<file path="src/rtl/screen_sequencer.sv">
// Battle Tank screen controller: title/fade/play/over sequencing and a
// registered 12-bit RGB source select feeding the VGA output register.
module screen_sequencer #(
  parameter int unsigned HOLD_FRAMES      = 120,
  parameter int unsigned FADE_STEP_FRAMES = 8
) (
  input  logic        pClk,
  input  logic        pReset,
  input  logic        pStart,
  input  logic        pGame_over,
  input  logic        pFrame_start,
  input  logic        pVideo_on,
  input  logic [11:0] pFirst_in,
  input  logic [11:0] pGame_in,
  input  logic [11:0] pOver_in,
  output logic [11:0] pScreen_out,
  output logic [1:0]  pState,
  output logic        pGame_enable,
  output logic        pGame_reset
);
  localparam int unsigned CNT_W = 8;
  localparam int unsigned RGB_W = 12;
  localparam logic [CNT_W-1:0] HOLD_MAX  = CNT_W'(HOLD_FRAMES);
  localparam logic [CNT_W-1:0] FADE_LAST = CNT_W'(FADE_STEP_FRAMES - 1);

  typedef enum logic [1:0] {
    ST_TITLE = 2'd0,
    ST_FADE  = 2'd1,
    ST_PLAY  = 2'd2,
    ST_OVER  = 2'd3
  } state_t;

  state_t             state_q, state_d;
  logic [1:0]         level_q, level_d;
  logic [CNT_W-1:0]   fcnt_q, fcnt_d;
  logic [CNT_W-1:0]   hold_q, hold_d;
  logic               pend_q, pend_d;
  logic               sync1_q, sync2_q, prev_q;
  logic [RGB_W-1:0]   screen_q, screen_d;
  logic               en_q, en_d;
  logic               grst_q, grst_d;
  logic               edge_c, accept_c, pend_c, hold_full_c;

  function automatic logic [RGB_W-1:0] dim(input logic [RGB_W-1:0] rgb,
                                           input logic [1:0] sh);
    return {rgb[11:8] >> sh, rgb[7:4] >> sh, rgb[3:0] >> sh};
  endfunction

  // Next-state, counters, start-pending and pixel capture.
  always_comb begin
    state_d  = state_q;
    level_d  = level_q;
    fcnt_d   = fcnt_q;
    hold_d   = hold_q;
    screen_d = '0;

    edge_c      = sync2_q & ~prev_q;
    hold_full_c = (hold_q == HOLD_MAX);
    // Start is only accepted in TITLE, or in OVER once the hold time has elapsed.
    accept_c    = edge_c & ((state_q == ST_TITLE) |
                            ((state_q == ST_OVER) & hold_full_c));
    pend_c      = pend_q | accept_c;

    if (pFrame_start) begin
      case (state_q)
        ST_TITLE: begin
          if (pend_c) begin
            state_d = ST_FADE;
            level_d = 2'd0;
            fcnt_d  = '0;
          end
        end
        ST_FADE: begin
          if (fcnt_q == FADE_LAST) begin
            fcnt_d = '0;
            if (level_q == 2'd3) state_d = ST_PLAY;
            else                 level_d = level_q + 2'd1;
          end else begin
            fcnt_d = fcnt_q + CNT_W'(1);
          end
        end
        ST_PLAY: begin
          if (pGame_over) begin
            state_d = ST_OVER;
            hold_d  = '0;
          end
        end
        default: begin
          if (hold_full_c && pend_c) state_d = ST_TITLE;
          else if (!hold_full_c)     hold_d  = hold_q + CNT_W'(1);
        end
      endcase
    end

    if ((state_d != state_q) || (state_q == ST_FADE) || (state_q == ST_PLAY))
      pend_d = 1'b0;
    else
      pend_d = pend_c;

    // Source follows the pre-transition state; first pixel of a frame is blanked anyway.
    if (pVideo_on) begin
      case (state_q)
        ST_TITLE: screen_d = pFirst_in;
        ST_FADE:  screen_d = dim(pFirst_in, level_q);
        ST_PLAY:  screen_d = pGame_in;
        default:  screen_d = pOver_in;
      endcase
    end

    en_d   = (state_d == ST_PLAY);
    grst_d = ~en_d;
  end

  always_ff @(posedge pClk or posedge pReset) begin
    if (pReset) begin
      state_q  <= ST_TITLE;
      level_q  <= 2'd0;
      fcnt_q   <= '0;
      hold_q   <= '0;
      pend_q   <= 1'b0;
      sync1_q  <= 1'b0;
      sync2_q  <= 1'b0;
      prev_q   <= 1'b0;
      screen_q <= '0;
      en_q     <= 1'b0;
      grst_q   <= 1'b1;
    end else begin
      state_q  <= state_d;
      level_q  <= level_d;
      fcnt_q   <= fcnt_d;
      hold_q   <= hold_d;
      pend_q   <= pend_d;
      sync1_q  <= pStart;
      sync2_q  <= sync1_q;
      prev_q   <= sync2_q;
      screen_q <= screen_d;
      en_q     <= en_d;
      grst_q   <= grst_d;
    end
  end

  assign pScreen_out  = screen_q;
  assign pState       = state_q;
  assign pGame_enable = en_q;
  assign pGame_reset  = grst_q;

endmodule
</file>
<file path="config.mk">
export PLATFORM = sky130hd
export DESIGN_NAME = screen_sequencer
export DESIGN_NICKNAME = d
export VERILOG_FILES = /design/src/rtl/screen_sequencer.sv
export SDC_FILE = /design/constraint.sdc
export NUM_CORES = 1
export LEC_CHECK = 0
export CORE_ASPECT_RATIO = 1.5
export CORE_MARGIN = 2
export CORE_UTILIZATION = 38
export CTS_BUF_LIST = sky130_fd_sc_hd__clkbuf_4
export DETAILED_ROUTE_END_ITERATION = 10
export GPL_TIMING_DRIVEN = 0
export PLACE_DENSITY = 0.75
export SLEW_MARGIN = 10
export SYNTH_ARGS = -nofsm -noshare
export SYNTH_HDL_FRONTEND = slang
export SYNTH_SLANG_ARGS = --single-unit
export TNS_END_PERCENT = 30
</file>
<file path="constraint.sdc">
create_clock -name pClk -period 1.4 [get_ports pClk]
set_input_delay 0.21 -clock pClk [delete_from_list [all_inputs] [get_ports pClk]]
set_output_delay 0.21 -clock pClk [all_outputs]
set_load 0.05 [all_outputs]
</file>
==> metrics.md, run 1 <==
| Metric | Value |
|---|---|
| Top cell type's share of synthesized area | 0.416 |
| Most frequent cells in the layout | clkdlybuf4s50_1 (40), dfrtp_1 (34), nor2_1 (17) |
| Drt pass-1 iters | 4 |
| Final worst setup slack | -0.206 ns |
| Vias | 2107 |
| HPWL Detailed | 4270 um |
| Worst-path fanout max | 4 |
| DRT iter0 DRCs | 96 |
| HP Class | input port to asynchronous set/reset pin |
| Max Buffers Root-to-Sink | 2 |
| P per Cell Area | 1360 mW/mm^2 |
| Pin slew with the least headroom to its limit | 0.480 ns |
| Top post-synthesis cells by area | dfrtp_1 (42%), mux2_2 (5.1%), nor2_1 (3.0%) |
| Family with the most delay on the worst path | simple AND/OR/NAND/NOR gates |
| Initial antenna violation count | 0 |
| Initial Util | 0.388 |
| Critical path startpoint | hold_q[1] |
| Row count | 34 |
| Synthesis Warnings | 0 |
| Worst Path Arrival | 1.86 ns |
| Critical Path End | pState[0] |
| Count of final hold-check violations | 0 |
| Max Slew Vio Count | 0 |
| Die Width | 66.5 um |
| Total routed wirelength | 6060 um |
| Reg clk slew, reported paths | 0.12 ns |
| Total die area | 0.00650 mm^2 |
| Mapped cell area | 0.00223 mm^2 |
| Slowest CP cell | dfrtp_1 |
| N_diodes | 0 |
| Hold buffer count at CTS | 0 |
| TritonCTS clock tree | done |
| Area leader, netlist | dfrtp_1 |
| GR Util All Layers | 0.199 |
| Clk Tree Root Cell | clkbuf_4 |
| Reg2reg setup slack | -0.21 ns |
| Avg Inst Size Synth | 9.64 um^2 |
| Cell Count, Final, Fillers Out | 382 |
| Worst EP required | 1.65 ns |
| Largest net degree at the start of global routing | 38 |
| Die H | 97.7 um |
| DR DRC count | 0 |
| #FFs+latches synth | 38 |
| Buf/Inv on CP | 1 |
| # port buffers | 56 |
| Sequential fraction of the synthesis area | 0.428 |
| Maximum clock frequency | 0.623 GHz |
| Fin util | 0.575 |
| WS Path Type | flip-flop to flip-flop |
| EDFF count, synth | 0 |
| Final period util | 1.15 |
| Worst slack, placed | -0.327 ns |
| Post-route setup TNS | -2.20 ns |
| Synth Instances | 231 |
| Crit path depth | 6 |
| RR Endpoint | pState[0] |
| Worst r2r src | hold_q[1] |
| Synthesized Nets | 277 |
| Crit path launch type | flip-flop |
| WL/cell | 15.9 um |
| Relative slew slack | 0.681 |
| Layout Nets | 355 |
| Worst-path cell chain | inv_1 -> ha_2 -> nand2b_4 -> or3_4 -> nor4_2 -> nor3b_1 |
| Total gr overflow | 0 |
| CTS Buf Count | 5 |
| Via density | 5.52 |
| Clk_skew | 0.00698 ns |
| First-pass GRT wire length | 10100 um |
| Number of global-route vias before repair | 2151 |
| Worst vdd ir | 0.808 mV |
| Final ANT Viol Nets | 0 |
| Max-cap viol count | 0 |
| Final Wtd Congestion | 0.806 |
| Setup Viol. Count Final | 23 |
| Netlist cell types | 52 |
| Failing checks | negative setup slack |
| Layout area overhead | 48.5% |
| Leak | 1.42 nW |
| Synth async-reset ratio | 1.00 |
| CP max stage delay | 0.41 ns |
| # IOs | 58 |
| Most common cell after layout, fill and taps aside | clkdlybuf4s50_1 |
| Skew-Pair Late Insertion Delay | 0.36 ns |
| Min cycle time layout | 1.61 ns |
| Ys flop type | dfrtp_1 |
| # H-tree levels | 2 |
| RSZ-0062 raised after global routing | yes |
| Total core area | 0.00574 mm^2 |
| Placed Instances | 360 |
| Crit. End Element | flip-flop |
| R2R cell count | 6 |
| Layout cells sized above 1 | 0.313 |
| Status | complete, but fails checks |
| Clk sink count | 38 |
## per-stage QoR
step / power [W] / hold slack [ns] / area, um^2
global route: 0.00474 / 0.0242 / 3300
finish: 0.00450 / 0.00469 / 3300
floorplan: 0.00278 / 0.241 / 2280
CTS: 0.00425 / 0.00708 / 3160
global placement: 0.00332 / 0.334 / 2930
detailed placement: 0.00336 / 0.339 / 2950
## cell usage after synthesis (all sizes together) (7+ instances only)
| cell type | n |
|---|---|
| dfrtp | 37 |
| o21ai | 14 |
| buf | 10 |
| nor2 | 18 |
| and3 | 8 |
| nor3 | 7 |
| nand2 | 15 |
| a31oi | 10 |
| inv | 7 |
| mux2 | 10 |
| a21oi | 10 |
## per-layer routing
metal  GRT usage  wire [um]  share of wire  vias to the layer above
met4      0.0722        110          0.018                        0
met5           0          0              0                        -
met3      0.0334        198          0.033                        8
met2       0.354       3360           0.55                       47
met1       0.235       2390           0.39                     1028
li1            -          -              -                     1024
## cell type report
class | count | area (um^2)
Fill cell | 482 | 2440
Tap cell | 72 | 90.1
Sequential cell | 38 | 956
Clock buffer | 6 | 45.0
Multi-Input combinational cell | 170 | 1340
Clock inverter | 2 | 33.8
Timing Repair Buffer | 71 | 692
Inverter | 7 | 26.3
Buffer | 16 | 126
## sequential cells by signal, indices dropped and copies added, names as in the netlist
name          cells
pend_q            1
sync1_q           1
prev_q            1
pState            2
hold_q            8
sync2_q           1
pScreen_out      12
fcnt_q            8
pGame_enable      1
level_q           2
pGame_reset       1
## kinds of logic (layout without fill, tap and decap cells)
logic type / Yosys count / in the layout / share of synthesized area
fa+ha+maj: 4 / 4 / 0.0225
mux: 14 / 14 / 0.0686
simple gates: 81 / 81 / 0.201
flops: 38 / 38 / 0.428
xor+xnor: 2 / 2 / 0.00787
buf+inv: 23 / 102 / 0.0517
compound gates: 69 / 69 / 0.221
## worst reg2reg max path: stages, from the launching register on
cell	delay [ns]
dfrtp_1	0.41
inv_1	0.06
ha_2	0.18
nand2b_4	0.07
or3_4	0.38
nor4_2	0.31
nor3b_1	0.09
## report_power, final
group	internal [W]	total (W)	switching [W]	leakage, nW
Combinational	0.00101	0.00225	0.00123	0.887
Sequential	0.00132	0.00147	0.000152	0.486
Clock	0.000391	0.000777	0.000385	0.0433
## worst min-delay path by stage
stage / start / endpoint
final: pReset / pGame_enable
after global routing: pReset / pGame_enable
after CTS: pReset / pGame_enable
after detailed placement: sync1_q / sync2_q
after global placement: sync1_q / sync2_q
after floorplan: pStart / sync1_q
## timing repair
item                       in CTS  in global routing
setup buffers                   6                  7
setup endpoints to repair      46                 34
pin swaps                       5                 10
gates cloned                    1                  0
gates resized for setup        67                 24
Note: power is estimated with default switching activity, not from simulation.
==> inputs of run 2 (changes only) <==
--- a/config.mk
+++ b/config.mk
@@ -12,7 +12,6 @@
 export DETAILED_ROUTE_END_ITERATION = 10
 export GPL_TIMING_DRIVEN = 0
 export PLACE_DENSITY = 0.75
-export SLEW_MARGIN = 10
 export SYNTH_ARGS = -nofsm -noshare
 export SYNTH_HDL_FRONTEND = slang
 export SYNTH_SLANG_ARGS = --single-unit
==> run 2 against run 1 <==
- the run still ends with negative setup slack left
- clock skew rose by 0.0010 ns
- global-route usage fell by 0.52 points
- register-to-register slack barely moved
- wire length rose by 0.63%
- highest routed layer unchanged
==> metrics.md, run 2 (synthesis results as in run 1) <==
| Metric | Value |
|---|---|
| Status | complete, but fails checks |
| Failing checks | negative setup slack |
| Crit path launch type | flip-flop |
| CTS Buf Count | 5 (unchanged) |
| Total die area | 0.00650 mm^2 (unchanged) |
| N_diodes | 0 (unchanged) |
| Slowest CP cell | dfrtp_1 |
| HPWL Detailed | 4280 um (+0.20%) |
| # port buffers | 56 (unchanged) |
| Worst EP required | 1.65 ns (about the same) |
| R2R cell count | 6 (unchanged) |
| Most common cell after layout, fill and taps aside | clkdlybuf4s50_1 |
| Max Slew Vio Count | 0 (unchanged) |
| First-pass GRT wire length | 9870 um (-2.5%) |
| Post-DP Area | 0.00293 mm^2 (-0.68%) |
| WL/cell | 16.3 um (+2.8%) |
| Die Width | 66.5 um (unchanged) |
| Setup Viol. Count Final | 28 (+22%) |
| Family with the most delay on the worst path | simple AND/OR/NAND/NOR gates |
| Vias | 2113 (+0.28%) |
| Worst hold start | pFrame_start |
| HP Class | input port to flip-flop |
| Post-route setup TNS | -2.85 ns (-0.653 ns) |
| Leak | 1.38 nW (-2.8%) |
| Total gr overflow | 0 (unchanged) |
| WS Path Type | flip-flop to flip-flop |
| Initial Util | 0.388 (unchanged) |
| TritonCTS clock tree | done |
| Crit. End Element | flip-flop |
| Worst Path Arrival | 1.85 ns (about the same) |
| Hold Crit Endpoint | pGame_enable |
| P per Cell Area | 1390 mW/mm^2 (+2.5%) |
| Max-cap viol count | 0 (unchanged) |
| Relative slew slack | 0.449 (-0.232) |
| Most frequent cells in the layout | clkdlybuf4s50_1 (40), dfrtp_1 (35), nor2_1 (17) |
| Number of global-route vias before repair | 2129 (-1.0%) |
| Final period util | 1.15 (+0.00162) |
| Reg2reg setup slack | -0.21 ns (about the same) |
| Skew-Pair Late Insertion Delay | 0.35 ns (about the same) |
| Initial antenna violation count | 0 (unchanged) |
| DRT iter0 DRCs | 86 (-10%) |
| Layout area overhead | 46.2% |
| Row count | 34 (unchanged) |
| Layout cells sized above 1 | 0.278 (-0.0348) |
| Final Wtd Congestion | 0.806 (unchanged) |
| Worst vdd ir | 0.927 mV (+15%) |
| Final worst setup slack | -0.208 ns (-0.00226 ns) |
| Maximum clock frequency | 0.622 GHz (-0.14%) |
| Hold buffer count at CTS | 0 (unchanged) |
| Max Buffers Root-to-Sink | 2 (unchanged) |
| GR Util All Layers | 0.194 (-0.00516) |
| Hold Path Cell Cnt | 4 |
| Clk Tree Root Cell | clkbuf_4 |
| # IOs | 58 (unchanged) |
| Fin area | 0.00325 mm^2 (-1.5%) |
| Clk_skew | 0.00798 ns (+0.00100 ns) |
| Min cycle time layout | 1.61 ns (+0.00226 ns) |
| RR Endpoint | pState[0] |
| Buf/Inv on CP | 1 (unchanged) |
| Pin slew with the least headroom to its limit | 0.825 ns (+0.344 ns) |
| # H-tree levels | 2 (unchanged) |
| Final ANT Viol Nets | 0 (unchanged) |
| Worst-path fanout max | 4 (unchanged) |
| Worst-path cell chain | inv_1 -> ha_1 -> nand2b_2 -> or3_4 -> nor4_2 -> nor3b_1 |
| Total core area | 0.00574 mm^2 (unchanged) |
| Number of flip-flops in the largest register | 12 (unchanged) |
| Die H | 97.7 um (unchanged) |
| Via density | 5.65 (+2.4%) |
| Layout Nets | 347 (-2.3%) |
| Largest net degree at the start of global routing | 39 (+2.6%) |
| RSZ-0062 raised after global routing | yes |
| Clk sink count | 38 (unchanged) |
| Worst r2r src | hold_q[0] |
| Total routed wirelength | 6100 um (+0.63%) |
| Reg clk slew, reported paths | 0.12 ns (about the same) |
| CP max stage delay | 0.42 ns (about the same) |
| Count of final hold-check violations | 0 (unchanged) |
| Drt pass-1 iters | 4 (unchanged) |
| DR DRC count | 0 (unchanged) |
==> run 2: changes by cell type in the layout (fill, tap and decap cells not counted), sizes merged <==
cell      change
clkinvlp      +1
buf           -7
bufinv        +1
inv           -1
clkbuf        -2
==> run 2: area by class of cell <==
cell class	instances	area (um^2)
Clock buffer	5	37.5
Inverter	7	30.0
Buffer	16	130
Multi-Input combinational cell	170	1320
Sequential cell	38	955
Tap cell	72	90.1
Clock inverter	3	63.8
Fill cell	492	2490
Timing Repair Buffer	63	628
==> run 2: through the flow <==
step / power (W) / hold WS, ns / utilization / setup slack, ns / std cells
finish: 0.00454 / 0.241 / 0.567 / -0.208 / 374
global route: 0.00479 / 0.245 / 0.567 / -0.338 / 374
CTS: 0.00436 / 0.221 / 0.538 / -0.202 / 367
detailed placement: 0.00335 / 0.343 / 0.510 / -0.327 / 359
global placement: 0.00332 / 0.334 / 0.510 / -0.688 / 359
floorplan: 0.00278 / 0.241 / - / -0.0808 / 231
==> run 2: where the power goes <==
part	switching [W]	internal, W
logic	0.00118	0.000930
registers	0.000170	0.00132
clock network	0.000391	0.000550
total	0.00174	0.00280
==> run 2: how the worst max path moves through the flow <==
stage                           from   endpoint  slack [ns]  depth (start not counted)
after global placement        pReset  pState[0]       -0.69                          2
after detailed placement  pGame_over  pState[0]       -0.33                          5
final                      hold_q[0]  pState[0]       -0.21                          6
after global routing       pState[0]  hold_q[7]       -0.34                          6
after CTS                  pState[0]  hold_q[4]       -0.20                          6
after floorplan            pState[0]  hold_q[4]       -0.08                          6
==> run 2: repair_timing <==
item                       in CTS  in global routing
cloned                          0                  1
pin swaps                       7                  7
resized for setup              60                 32
setup endpoints to repair      46                 37
setup buffers                   0                  6
==> run 2: metal layers <==
layer	track usage	routed length (um)
met1	0.226	2330
met2	0.342	3400
met3	0.0369	187
met4	0.0769	181
met5	0	0
==> run 2: worst register-to-register path: stages, from the launching register on <==
cell and delay (ns):
dfrtp_1 0.42, inv_1 0.07, ha_1 0.15, nand2b_2 0.09
or3_4 0.38, nor4_2 0.30, nor3b_1 0.09
